===== src/rtl/ins_line_fill_pkg.sv =====
// Shared types and constants for the instruction-cache line-fill responder.
package ins_line_fill_pkg;

  localparam int LINE_WORDS = 4;
  localparam int OFS_W      = 2;
  localparam int WORD_W     = 32;
  localparam int LINE_W     = LINE_WORDS * WORD_W;

  typedef enum logic [1:0] {
    IDLE  = 2'd0,
    ISSUE = 2'd1,
    DRAIN = 2'd2,
    DONE  = 2'd3
  } fill_state_e;

  // Word slot inside the line, wrapping so a fill never leaves its 16-byte line
  function automatic logic [OFS_W-1:0] wrapSlot(input logic [OFS_W-1:0] ofs,
                                                input logic [OFS_W-1:0] n);
    return ofs + n;
  endfunction

endpackage


===== src/rtl/ins_line_fill_if.sv =====
// Cache-side request/response and ROM-side read bundle of the line-fill responder.
interface ins_line_fill_if #(
  parameter int ADDR_W = 32
);
  import ins_line_fill_pkg::*;

  logic              ireq;
  logic [ADDR_W-1:0] iaddr;
  logic              oready;
  logic              omem_rd;
  logic [ADDR_W-1:0] omem_addr;
  logic [WORD_W-1:0] imem_data;
  logic              ocrit_valid;
  logic [WORD_W-1:0] ocrit_word;
  logic              ovalid;
  logic [LINE_W-1:0] oline;
  logic [ADDR_W-1:0] oline_addr;

  modport slave (
    input  ireq, iaddr, imem_data,
    output oready, omem_rd, omem_addr, ocrit_valid, ocrit_word, ovalid, oline, oline_addr
  );

  modport master (
    output ireq, iaddr, imem_data,
    input  oready, omem_rd, omem_addr, ocrit_valid, ocrit_word, ovalid, oline, oline_addr
  );

endinterface


===== src/rtl/ins_line_fill_pipe.sv =====
// Tracks outstanding ROM reads: the output is high in the cycle a read's data is on the bus.
module ins_line_fill_pipe #(
  parameter int DEPTH = 1
) (
  input  logic clk,
  input  logic rstn,
  input  logic rd_i,
  output logic valid_o
);

  logic [DEPTH-1:0] shift_q;

  // Clearing on reset is what drops data from reads issued before an abort
  always_ff @(posedge clk) begin
    if (!rstn) begin
      shift_q <= '0;
    end else begin
      shift_q <= DEPTH'({shift_q, rd_i});
    end
  end

  assign valid_o = shift_q[DEPTH-1];

endmodule


===== src/rtl/ins_line_fill.sv =====
// Line-fill responder: critical-word-first reads of a 4-word line, early critical word, full line pulse.
module ins_line_fill
  import ins_line_fill_pkg::*;
#(
  parameter int MEM_LATENCY = 1,
  parameter int ADDR_W      = 32
) (
  input  logic            clk,
  input  logic            rstn,
  ins_line_fill_if.slave  bus
);

  fill_state_e       state_q, state_d;
  logic [ADDR_W-1:4] lineBase_q;
  logic [OFS_W-1:0]  ofs_q;
  logic [OFS_W-1:0]  issueCnt_q;
  logic [OFS_W-1:0]  retCnt_q;
  logic [LINE_W-1:0] line_q;
  logic [WORD_W-1:0] critWord_q;
  logic              critValid_q;
  logic              retValid;
  logic              accept;
  logic [OFS_W-1:0]  retSlot;

  ins_line_fill_pipe #(
    .DEPTH (MEM_LATENCY)
  ) u_pipe (
    .clk     (clk),
    .rstn    (rstn),
    .rd_i    (bus.omem_rd),
    .valid_o (retValid)
  );

  assign accept  = (state_q == IDLE) && bus.ireq;
  assign retSlot = wrapSlot(ofs_q, retCnt_q);

  always_comb begin
    state_d       = state_q;
    bus.oready    = 1'b0;
    bus.omem_rd   = 1'b0;
    bus.omem_addr = '0;
    bus.ovalid    = 1'b0;
    unique case (state_q)
      IDLE: begin
        bus.oready = 1'b1;
        if (bus.ireq) state_d = ISSUE;
      end
      ISSUE: begin
        bus.omem_rd   = 1'b1;
        bus.omem_addr = {lineBase_q, wrapSlot(ofs_q, issueCnt_q), 2'b00};
        if (issueCnt_q == 2'd3) state_d = DRAIN;
      end
      DRAIN: begin
        if (retValid && (retCnt_q == 2'd3)) state_d = DONE;
      end
      DONE: begin
        bus.ovalid = 1'b1;
        state_d    = IDLE;
      end
      default: state_d = IDLE;
    endcase
  end

  // Returns come back in issue order, so a running count from the offset picks the slot
  always_ff @(posedge clk) begin
    if (!rstn) begin
      state_q     <= IDLE;
      lineBase_q  <= '0;
      ofs_q       <= '0;
      issueCnt_q  <= '0;
      retCnt_q    <= '0;
      line_q      <= '0;
      critWord_q  <= '0;
      critValid_q <= 1'b0;
    end else begin
      state_q     <= state_d;
      critValid_q <= 1'b0;
      if (accept) begin
        lineBase_q <= bus.iaddr[ADDR_W-1:4];
        ofs_q      <= bus.iaddr[3:2];
        issueCnt_q <= '0;
        retCnt_q   <= '0;
      end else if (state_q == ISSUE) begin
        issueCnt_q <= issueCnt_q + 2'd1;
      end
      if (retValid) begin
        line_q[retSlot*WORD_W +: WORD_W] <= bus.imem_data;
        retCnt_q <= retCnt_q + 2'd1;
        if (retCnt_q == 2'd0) begin
          critValid_q <= 1'b1;
          critWord_q  <= bus.imem_data;
        end
      end
    end
  end

  assign bus.ocrit_valid = critValid_q;
  assign bus.ocrit_word  = critWord_q;
  assign bus.oline       = line_q;
  assign bus.oline_addr  = {lineBase_q, 4'b0000};

endmodule

===== src/flat_wrapper.sv =====
// flat-port wrapper written by rule: the top's interface ports become plain ports
module ins_line_fill_flat import ins_line_fill_pkg::*;
#(
  parameter int MEM_LATENCY = 1,
  parameter int ADDR_W      = 32
)
  (clk, rstn, bus_ireq, bus_iaddr, bus_imem_data, bus_oready, bus_omem_rd, bus_omem_addr, bus_ocrit_valid, bus_ocrit_word, bus_ovalid, bus_oline, bus_oline_addr);
  ins_line_fill_if #(.ADDR_W(ADDR_W)) bus_i ();
  input  logic clk;
  input  logic rstn;
  input wire logic [$bits(bus_i.ireq)-1:0] bus_ireq;
  input wire logic [$bits(bus_i.iaddr)-1:0] bus_iaddr;
  input wire logic [$bits(bus_i.imem_data)-1:0] bus_imem_data;
  output wire logic [$bits(bus_i.oready)-1:0] bus_oready;
  output wire logic [$bits(bus_i.omem_rd)-1:0] bus_omem_rd;
  output wire logic [$bits(bus_i.omem_addr)-1:0] bus_omem_addr;
  output wire logic [$bits(bus_i.ocrit_valid)-1:0] bus_ocrit_valid;
  output wire logic [$bits(bus_i.ocrit_word)-1:0] bus_ocrit_word;
  output wire logic [$bits(bus_i.ovalid)-1:0] bus_ovalid;
  output wire logic [$bits(bus_i.oline)-1:0] bus_oline;
  output wire logic [$bits(bus_i.oline_addr)-1:0] bus_oline_addr;
  assign bus_i.ireq = bus_ireq;
  assign bus_i.iaddr = bus_iaddr;
  assign bus_i.imem_data = bus_imem_data;
  assign bus_oready = bus_i.oready;
  assign bus_omem_rd = bus_i.omem_rd;
  assign bus_omem_addr = bus_i.omem_addr;
  assign bus_ocrit_valid = bus_i.ocrit_valid;
  assign bus_ocrit_word = bus_i.ocrit_word;
  assign bus_ovalid = bus_i.ovalid;
  assign bus_oline = bus_i.oline;
  assign bus_oline_addr = bus_i.oline_addr;
  ins_line_fill #(.MEM_LATENCY(MEM_LATENCY), .ADDR_W(ADDR_W)) u_core (.clk(clk), .rstn(rstn), .bus(bus_i));
endmodule

===== config.mk =====
export PLATFORM = sky130hd
export DESIGN_NAME = ins_line_fill_flat
export DESIGN_NICKNAME = d
export VERILOG_FILES = /design/src/rtl/ins_line_fill_pkg.sv /design/src/rtl/ins_line_fill_if.sv /design/src/rtl/ins_line_fill_pipe.sv /design/src/rtl/ins_line_fill.sv /design/src/flat_wrapper.sv
export SDC_FILE = /design/constraint.sdc
export NUM_CORES = 1
export LEC_CHECK = 0
export ABC_AREA = 1
export BUFFER_PORTS_ARGS = -buffer_cell sky130_fd_sc_hd__buf_2
export CAP_MARGIN = 20
export CORE_ASPECT_RATIO = 1.25
export CORE_UTILIZATION = 51
export CTS_CLUSTER_SIZE = 14
export DETAILED_ROUTE_END_ITERATION = 12
export PLACE_DENSITY_LB_ADDON = 0.25
export SETUP_SLACK_MARGIN = 0.02
export SLEW_MARGIN = 0
export SYNTH_ARGS = -nofsm -noshare
export SYNTH_HDL_FRONTEND = slang
export SYNTH_SLANG_ARGS = --single-unit

===== constraint.sdc =====
create_clock -name clk -period 3.4 [get_ports clk]
set_input_delay 0 -clock clk [delete_from_list [all_inputs] [get_ports clk]]
set_output_delay 0 -clock clk [all_outputs]
set_load 0.005 [all_outputs]

==> run_results.csv, run 1 <==
group,metric,value,unit
sta,rsz0062_at_grt,"no",
logic_synthesis,yosys.cell_count.top_type,"nand2_1",
die,boundaryPins,295,
critical_path,r2r-end,"u_core.bus.oline[28]",
place,gp_congestion,0.842,
critical_path,crit_fanout,47,
critical_path,crit_required,3.76,ns
critical_path,path_cells,"ha_2 -> inv_1 -> nand2_4 -> nand2_2 -> ha_2 -> nand2_2 -> clkinv_1 -> buf_4 -> nand2_1 -> nand3_1 -> nand2_1 -> nor2_1",
routing,routed_wl,26.5,mm
die,start_util,0.521,
routing,ant_nets,0,
logic_synthesis,yosys-top-cells-area,"dfxtp_1, nand2_1, nor2_1, inv_1, a21oi_1",
power_and_ir_drop,p_leak,6.00,nW
logic_synthesis,yosys.area_share.xor_xnor,0.00299,
power_and_ir_drop,power_density,646,nW/um^2
logic_synthesis,syn_inst,1283,
critical_path,criticalPathCategory,"reg -> reg",
flow_run,maxCapViolations,0,
sta,post-route-min-period,2.90,ns
hold_path,hold_class,"in -> reg",
global_routing,antenna_found_initial,0,
sta,fin_crit_sh,0.854,
routing,via_per_inst,5.00,
cells_and_area,finish.instance_area,11400,sq um
logic_synthesis,synth_ff_type,"dfxtp_1",
cells_and_area,post-route-util,0.677,
logic_synthesis,synthAdderAreaFrac,0.0185,
sta,fin_skew,0.00895,ns
global_routing,gr-usage-all-layers,0.293,
cells_and_area,final_cells,1811,
routing,drc,0,
die,core_area,16800,sq um
clock_tree,post_cts_resized,0,
logic_synthesis,synth_seq_cells,198,
logic_synthesis,synth-edff-count,0,
sta,finalMaxSlewViolations,0,
power_and_ir_drop,irDropWorstVdd,452,uV
sta,fin_setup_tns,0,ns
cells_and_area,final_nets,1658,
cells_and_area,area_growth,29.8,%
critical_path,crit_buf_inv,3,
logic_synthesis,syn-cell-area,8780,sq um
outcome,status,"completed",
critical_path,rr_worst_depth,12,
die,dieArea,17700,sq um
cells_and_area,drive_gt1_frac,0.224,
routing,first_pass_iters,6,
logic_synthesis,synth_compound_area_frac,0.0980,
clock_tree,ctsHtreeMaxLevel,4,
die,chipHeight,149,um
place,dp_hpwl,17.9,mm
clock_tree,cts_made_buffers,17,
global_routing,grt_pass1_wl,40.6,mm
critical_path,slowest_delay,0.78,ns
die,placementRows,53,
logic_synthesis,synth_cell_types,29,
logic_synthesis,synth-simple-area-share,0.295,
place,io_buffers,286,
logic_synthesis,synth_top_area_cell,"dfxtp_1",
place,placed_area,10200,sq um
hold_path,hold_path.startpoint,"rstn",
clock_tree,clock_path_buffers,2,
global_routing,grt_max_degree,68,
critical_path,crit_family,"adder cells",
logic_synthesis,async_flop_share,0,
global_routing,grt_pass1_vias,8066,
sta,clock.fmax,0.344,GHz
critical_path,cp_slowest_cell,"ha_2",
hold_path,hold_depth,3,
logic_synthesis,synth_top_area_frac,0.451,
logic_synthesis,syn_area_per_cell,6.84,sq um
logic_synthesis,synth_top_family_by_area,"simple AND/OR/NAND/NOR gates",
routing,wl_per_cell,14.6,um
place,dp_cells,1716,
logic_synthesis,yosys-top-cells-count,"nand2_1, nor2_1, dfxtp_1, inv_1, a21oi_1",
critical_path,r2r_start,"u_core.retCnt_q[0]",
critical_path,start_kind,"flip-flop",
critical_path,crit_arrival,3.27,ns
logic_synthesis,synthMuxAreaShare,0,
logic_synthesis,ys_seq_area_frac,0.451,
die,die_x,119,um
sta,worst_slew_pin_slew,0.937,ns
global_routing,grt_overflow_total,0,
clock_tree,cts_tree,"built",
critical_path,cp-end-kind,"flip-flop",
critical_path,r2r_slack,0.50,ns
sta,maxSlewHeadroom,0.375,
clock_tree,clkTransAtPathRegs,0.07,ns
logic_synthesis,ys.warnings.count,0,
sta,setup_viol,0,
routing,first_iter_violations,703,
routing,vias,9046,
clock_tree,cts.sinks,198,
clock_tree,cts-root-buf,"clkbuf_16",
sta,hold_violations,0,
hold_path,hold_end,"u_core.bus.oline[22]",
cells_and_area,insertedDiodeCount,0,
clock_tree,clock_latency,0.43,ns
-- final cells by class --
| cell class | instances | area [sq um] |
|---|---|---|
| flip-flops and latches | 198 | 3960 |
| fillers | 1452 | 5450 |
| inverters | 183 | 694 |
| well taps | 220 | 275 |
| repair buffers | 365 | 2200 |
| clock inverters | 10 | 119 |
| clock buffers | 22 | 474 |
| multi-input cells | 813 | 3670 |
-- where the power goes --
part           total [W]  switching [W]  internal [W]  leakage [nW]
Sequential       0.00281       0.000193       0.00262          1.61
Clock            0.00204       0.000891       0.00115         0.283
Combinational    0.00251        0.00170      0.000815          4.11
Total            0.00736        0.00278       0.00458          6.00
-- worst min-delay path: stages --
cell and delay, ns:
buf_4 0.28, nand2_1 0.15, nor2_1 0.03
-- layout by cell type (no fill, tap or decap), types with 2 or more instances in the layout --
master,count
nor2_1,223
nand2_2,7
clkbuf_1,2
a21oi_1,85
inv_6,3
o211ai_1,2
nand3_2,3
o21ai_1,7
ha_2,2
dlygate4sd3_1,62
nor3_1,15
nor2_2,2
xnor2_1,2
nand3_1,73
bufinv_16,2
inv_2,5
dfxtp_1,198
buf_2,285
clkinv_2,4
ha_1,11
clkbuf_16,17
o21ai_0,56
buf_4,16
nand2_1,271
a22oi_1,14
clkinvlp_4,3
inv_1,174
nand4_1,32
clkbuf_8,3
conb_1,6
-- worst max path at each step --
stage,from,endpoint,cells after the start
after floorplan,u_core.retCnt_q[0],u_core.bus.oline[10],13
after global placement,u_core.retCnt_q[0],u_core.bus.oline[2],12
after detailed placement,u_core.retCnt_q[0],u_core.bus.oline[5],12
after CTS,u_core.retCnt_q[0],u_core.bus.oline[28],12
after global routing,u_core.retCnt_q[0],u_core.bus.oline[17],12
final,u_core.retCnt_q[0],u_core.bus.oline[28],12
-- stage by stage --
stage | setup slack (ns) | total power, W | hold WS, ns
after global routing | 0.202 | 0.00780 | 0.102
after floorplan | 1.03 | 0.00450 | 0.149
after global placement | 0.642 | 0.00523 | 0.249
final | 0.496 | 0.00736 | 0.0752
after CTS | 0.521 | 0.00737 | 0.0754
after detailed placement | 0.550 | 0.00529 | 0.255
-- flip-flops by register name (all words and copies together), names as in the netlist --
register and flops:
u_core.issueCnt_q 2, u_core.retCnt_q 2, u_core.lineBase_q 28, u_core.bus.ocrit_word 32
u_core.state_q 2, u_core.u_pipe.valid_o 1, u_core.bus.ocrit_valid 1, u_core.bus.oline 128
u_core.ofs_q 2
-- routing by layer --
layer,up-vias,track usage,part of all wire
li1,4529,-,-
met4,0,0.147,0.041
met1,4081,0.317,0.39
met3,63,0.0683,0.065
met2,373,0.532,0.51
met5,-,0,0
-- cells by family (layout without fill, tap and decap cells) --
family / after synthesis / count (layout)
compound gates: 164 / 164
flops: 198 / 198
buf+inv: 277 / 580
xor+xnor: 3 / 3
other cells: 1 / 6
fa+ha+maj: 13 / 13
simple gates: 627 / 627
-- timing repair --
action	4_1_cts	5_1_grt
endpoints found under the setup margin	0	0
buffers inserted	0	0
hold endpoints to repair	89	0
hold buffers	62	0
Power figures use the tool's default switching activity.
==> inputs of run 2 (changes only) <==
CORE_UTILIZATION = 55   (was 51)
clock period = 3.7 ns   (was 3.4 ns; I/O delays follow)
==> run 2 against run 1 <==
Effect of this change: register-to-register slack better by 0.19 ns; fmax fell by 3.7%; worst hold slack lost 0.020 ns; largest power group unchanged; highest routed layer unchanged.
==> run_results.csv, run 2 (synthesis results as in run 1) <==
group,metric,value,unit
clock_tree,cts_made_buffers,17,
sta,fin_skew,0.00985,ns
sta,maxSlewHeadroom,0.357,
die,chipHeight,143,um
clock_tree,cts.sinks,198,
power_and_ir_drop,p_sw_frac,0.385,
cells_and_area,drive_gt1_frac,0.225,
place,gp_congestion,0.833,
routing,vias,9261,
sta,worst_slew_pin_slew,0.964,ns
clock_tree,clock_latency,0.45,ns
clock_tree,ctsHtreeMaxLevel,4,
sta,rsz0062_at_grt,"no",
global_routing,grt_overflow_total,0,
die,core_area,15600,sq um
cells_and_area,largest_reg_flops,128,
global_routing,antenna_found_initial,0,
flow_run,maxCapViolations,0,
power_and_ir_drop,clock_power_share,0.279,
outcome,status,"completed",
hold_path,hold_class,"in -> reg",
sta,clock.fmax,0.332,GHz
cells_and_area,final_nets,1657,
power_and_ir_drop,combPwrFrac,0.341,
critical_path,start_kind,"flip-flop",
critical_path,crit_fanout,26,
critical_path,criticalPathCategory,"reg -> reg",
die,start_util,0.564,
power_and_ir_drop,power_density,597,nW/um^2
critical_path,cp-end-kind,"flip-flop",
power_and_ir_drop,irDropWorstVdd,394,uV
die,die_x,115,um
routing,first_pass_iters,5,
power_and_ir_drop,intPower,0.00418,W
critical_path,crit_required,4.04,ns
cells_and_area,multi_input_area,3670,sq um
place,dp_hpwl,17.8,mm
sta,fin_setup_tns,0,ns
clock_tree,cts-root-buf,"clkbuf_16",
sta,finalMaxSlewViolations,0,
routing,via_per_inst,5.14,
cells_and_area,area_growth,29.6,%
sta,post-route-min-period,3.02,ns
critical_path,crit_arrival,3.36,ns
clock_tree,cts_tree,"built",
routing,wl_per_cell,15.1,um
sta,setup_viol,0,
die,placementRows,51,
die,dieArea,16500,sq um
place,placed_area,10100,sq um
power_and_ir_drop,p_switching,0.00262,W
sta,fin_crit_sh,0.815,
routing,ant_nets,0,
power_and_ir_drop,power_frac_seq,0.380,
sta,hold_violations,0,
global_routing,grt_pass1_vias,8204,
routing,drc,0,
global_routing,grt_max_degree,73,
clock_tree,clkTransAtPathRegs,0.07,ns
cells_and_area,final_cell_mix,"buf_2, nand2_1, nor2_1",
cells_and_area,fillers,1263,
global_routing,grt_pass1_wl,41.5,mm
cells_and_area,seqCellArea,3960,sq um
cells_and_area,layout_commonest_cell,"buf_2",
place,io_buffers,286,
power_and_ir_drop,p_leak,5.99,nW
clock_tree,clock_path_buffers,2,
cells_and_area,finish.instance_area,11400,sq um
global_routing,gr-usage-all-layers,0.328,
die,boundaryPins,295,
routing,first_iter_violations,971,
routing,routed_wl,27.2,mm
cells_and_area,insertedDiodeCount,0,
clock_tree,cts_setup_buffers,0,
==> run 2: cell types whose count changed in the layout (fill, tap and decap cells not counted), sizes merged <==
cell and delta:
clkbuf -3, buf -1, inv +2, clkinvlp +1
==> run 2: per-layer routing <==
metal / routed length, um / part of all wire / global-route usage / vias to the layer above
li1: - / - / - / 4527
met1: 10500 / 0.39 / 0.363 / 4209
met4: 1120 / 0.041 / 0.159 / 0
met5: 0 / 0 / 0 / -
met3: 1680 / 0.062 / 0.0675 / 83
met2: 13900 / 0.51 / 0.593 / 442
==> run 2: stage by stage <==
stage | setup WS, ns | cells | hold slack [ns] | util | power, W
6_report | 0.685 | 1802 | 0.0554 | 0.731 | 0.00680
5_1_grt | 0.453 | 1802 | 0.0673 | 0.731 | 0.00718
4_1_cts | 0.759 | 1801 | 0.0536 | 0.729 | 0.00676
3_5_place_dp | 0.777 | 1707 | 0.256 | 0.651 | 0.00484
3_3_place_gp | 0.806 | 1707 | 0.248 | 0.651 | 0.00480
2_1_floorplan | 1.33 | 1288 | 0.149 | - | 0.00414
==> run 2: final timing paths <==
path / start / to / slack, ns / cells past startpoint
max: u_core.retCnt_q[0] / u_core.bus.oline[27] / 0.68 / 11
min: rstn / u_core.bus.oline[16] / 0.06 / 3
max reg2reg: u_core.retCnt_q[0] / u_core.bus.oline[27] / 0.68 / 11
min reg2reg: u_core.bus.oline[72] / u_core.bus.oline[72] / 0.46 / 2
==> run 2: final cells by class <==
class / count / area share
Multi-Input combinational cell: 813 / 0.323
Sequential cell: 198 / 0.348
Clock inverter: 13 / 0.0126
Timing Repair Buffer: 364 / 0.192
Inverter: 183 / 0.0610
Tap cell: 212 / 0.0233
Clock buffer: 19 / 0.0398
==> run 2: worst max-delay path, stage by stage (launching register included) <==
cell	delay, ns
dfxtp_1	0.41
ha_2	0.24
inv_1	0.08
nand3_1	0.12
nand2_1	0.10
ha_1	0.53
nand2_2	0.29
clkinv_1	0.67
nand2_1	0.25
nand3_1	0.09
nand2_1	0.08
nor2_1	0.05
==> run 2: what timing repair did <==
action	4_1_cts	5_1_grt
hold buffers	62	0
endpoints found under the hold margin	90	0
gates resized for setup	0	0
==> run 2: power by group through the flow <==
| stage | Combinational (W) | Sequential (W) | Clock (W) |
|---|---|---|---|
| 6_report | 0.00232 | 0.00259 | 0.00189 |
| 5_1_grt | 0.00258 | 0.00261 | 0.00199 |
| 4_1_cts | 0.00228 | 0.00257 | 0.00190 |
| 3_5_place_dp | 0.00222 | 0.00262 | 0 |
| 3_3_place_gp | 0.00219 | 0.00261 | 0 |
| 2_1_floorplan | 0.00151 | 0.00262 | 0 |
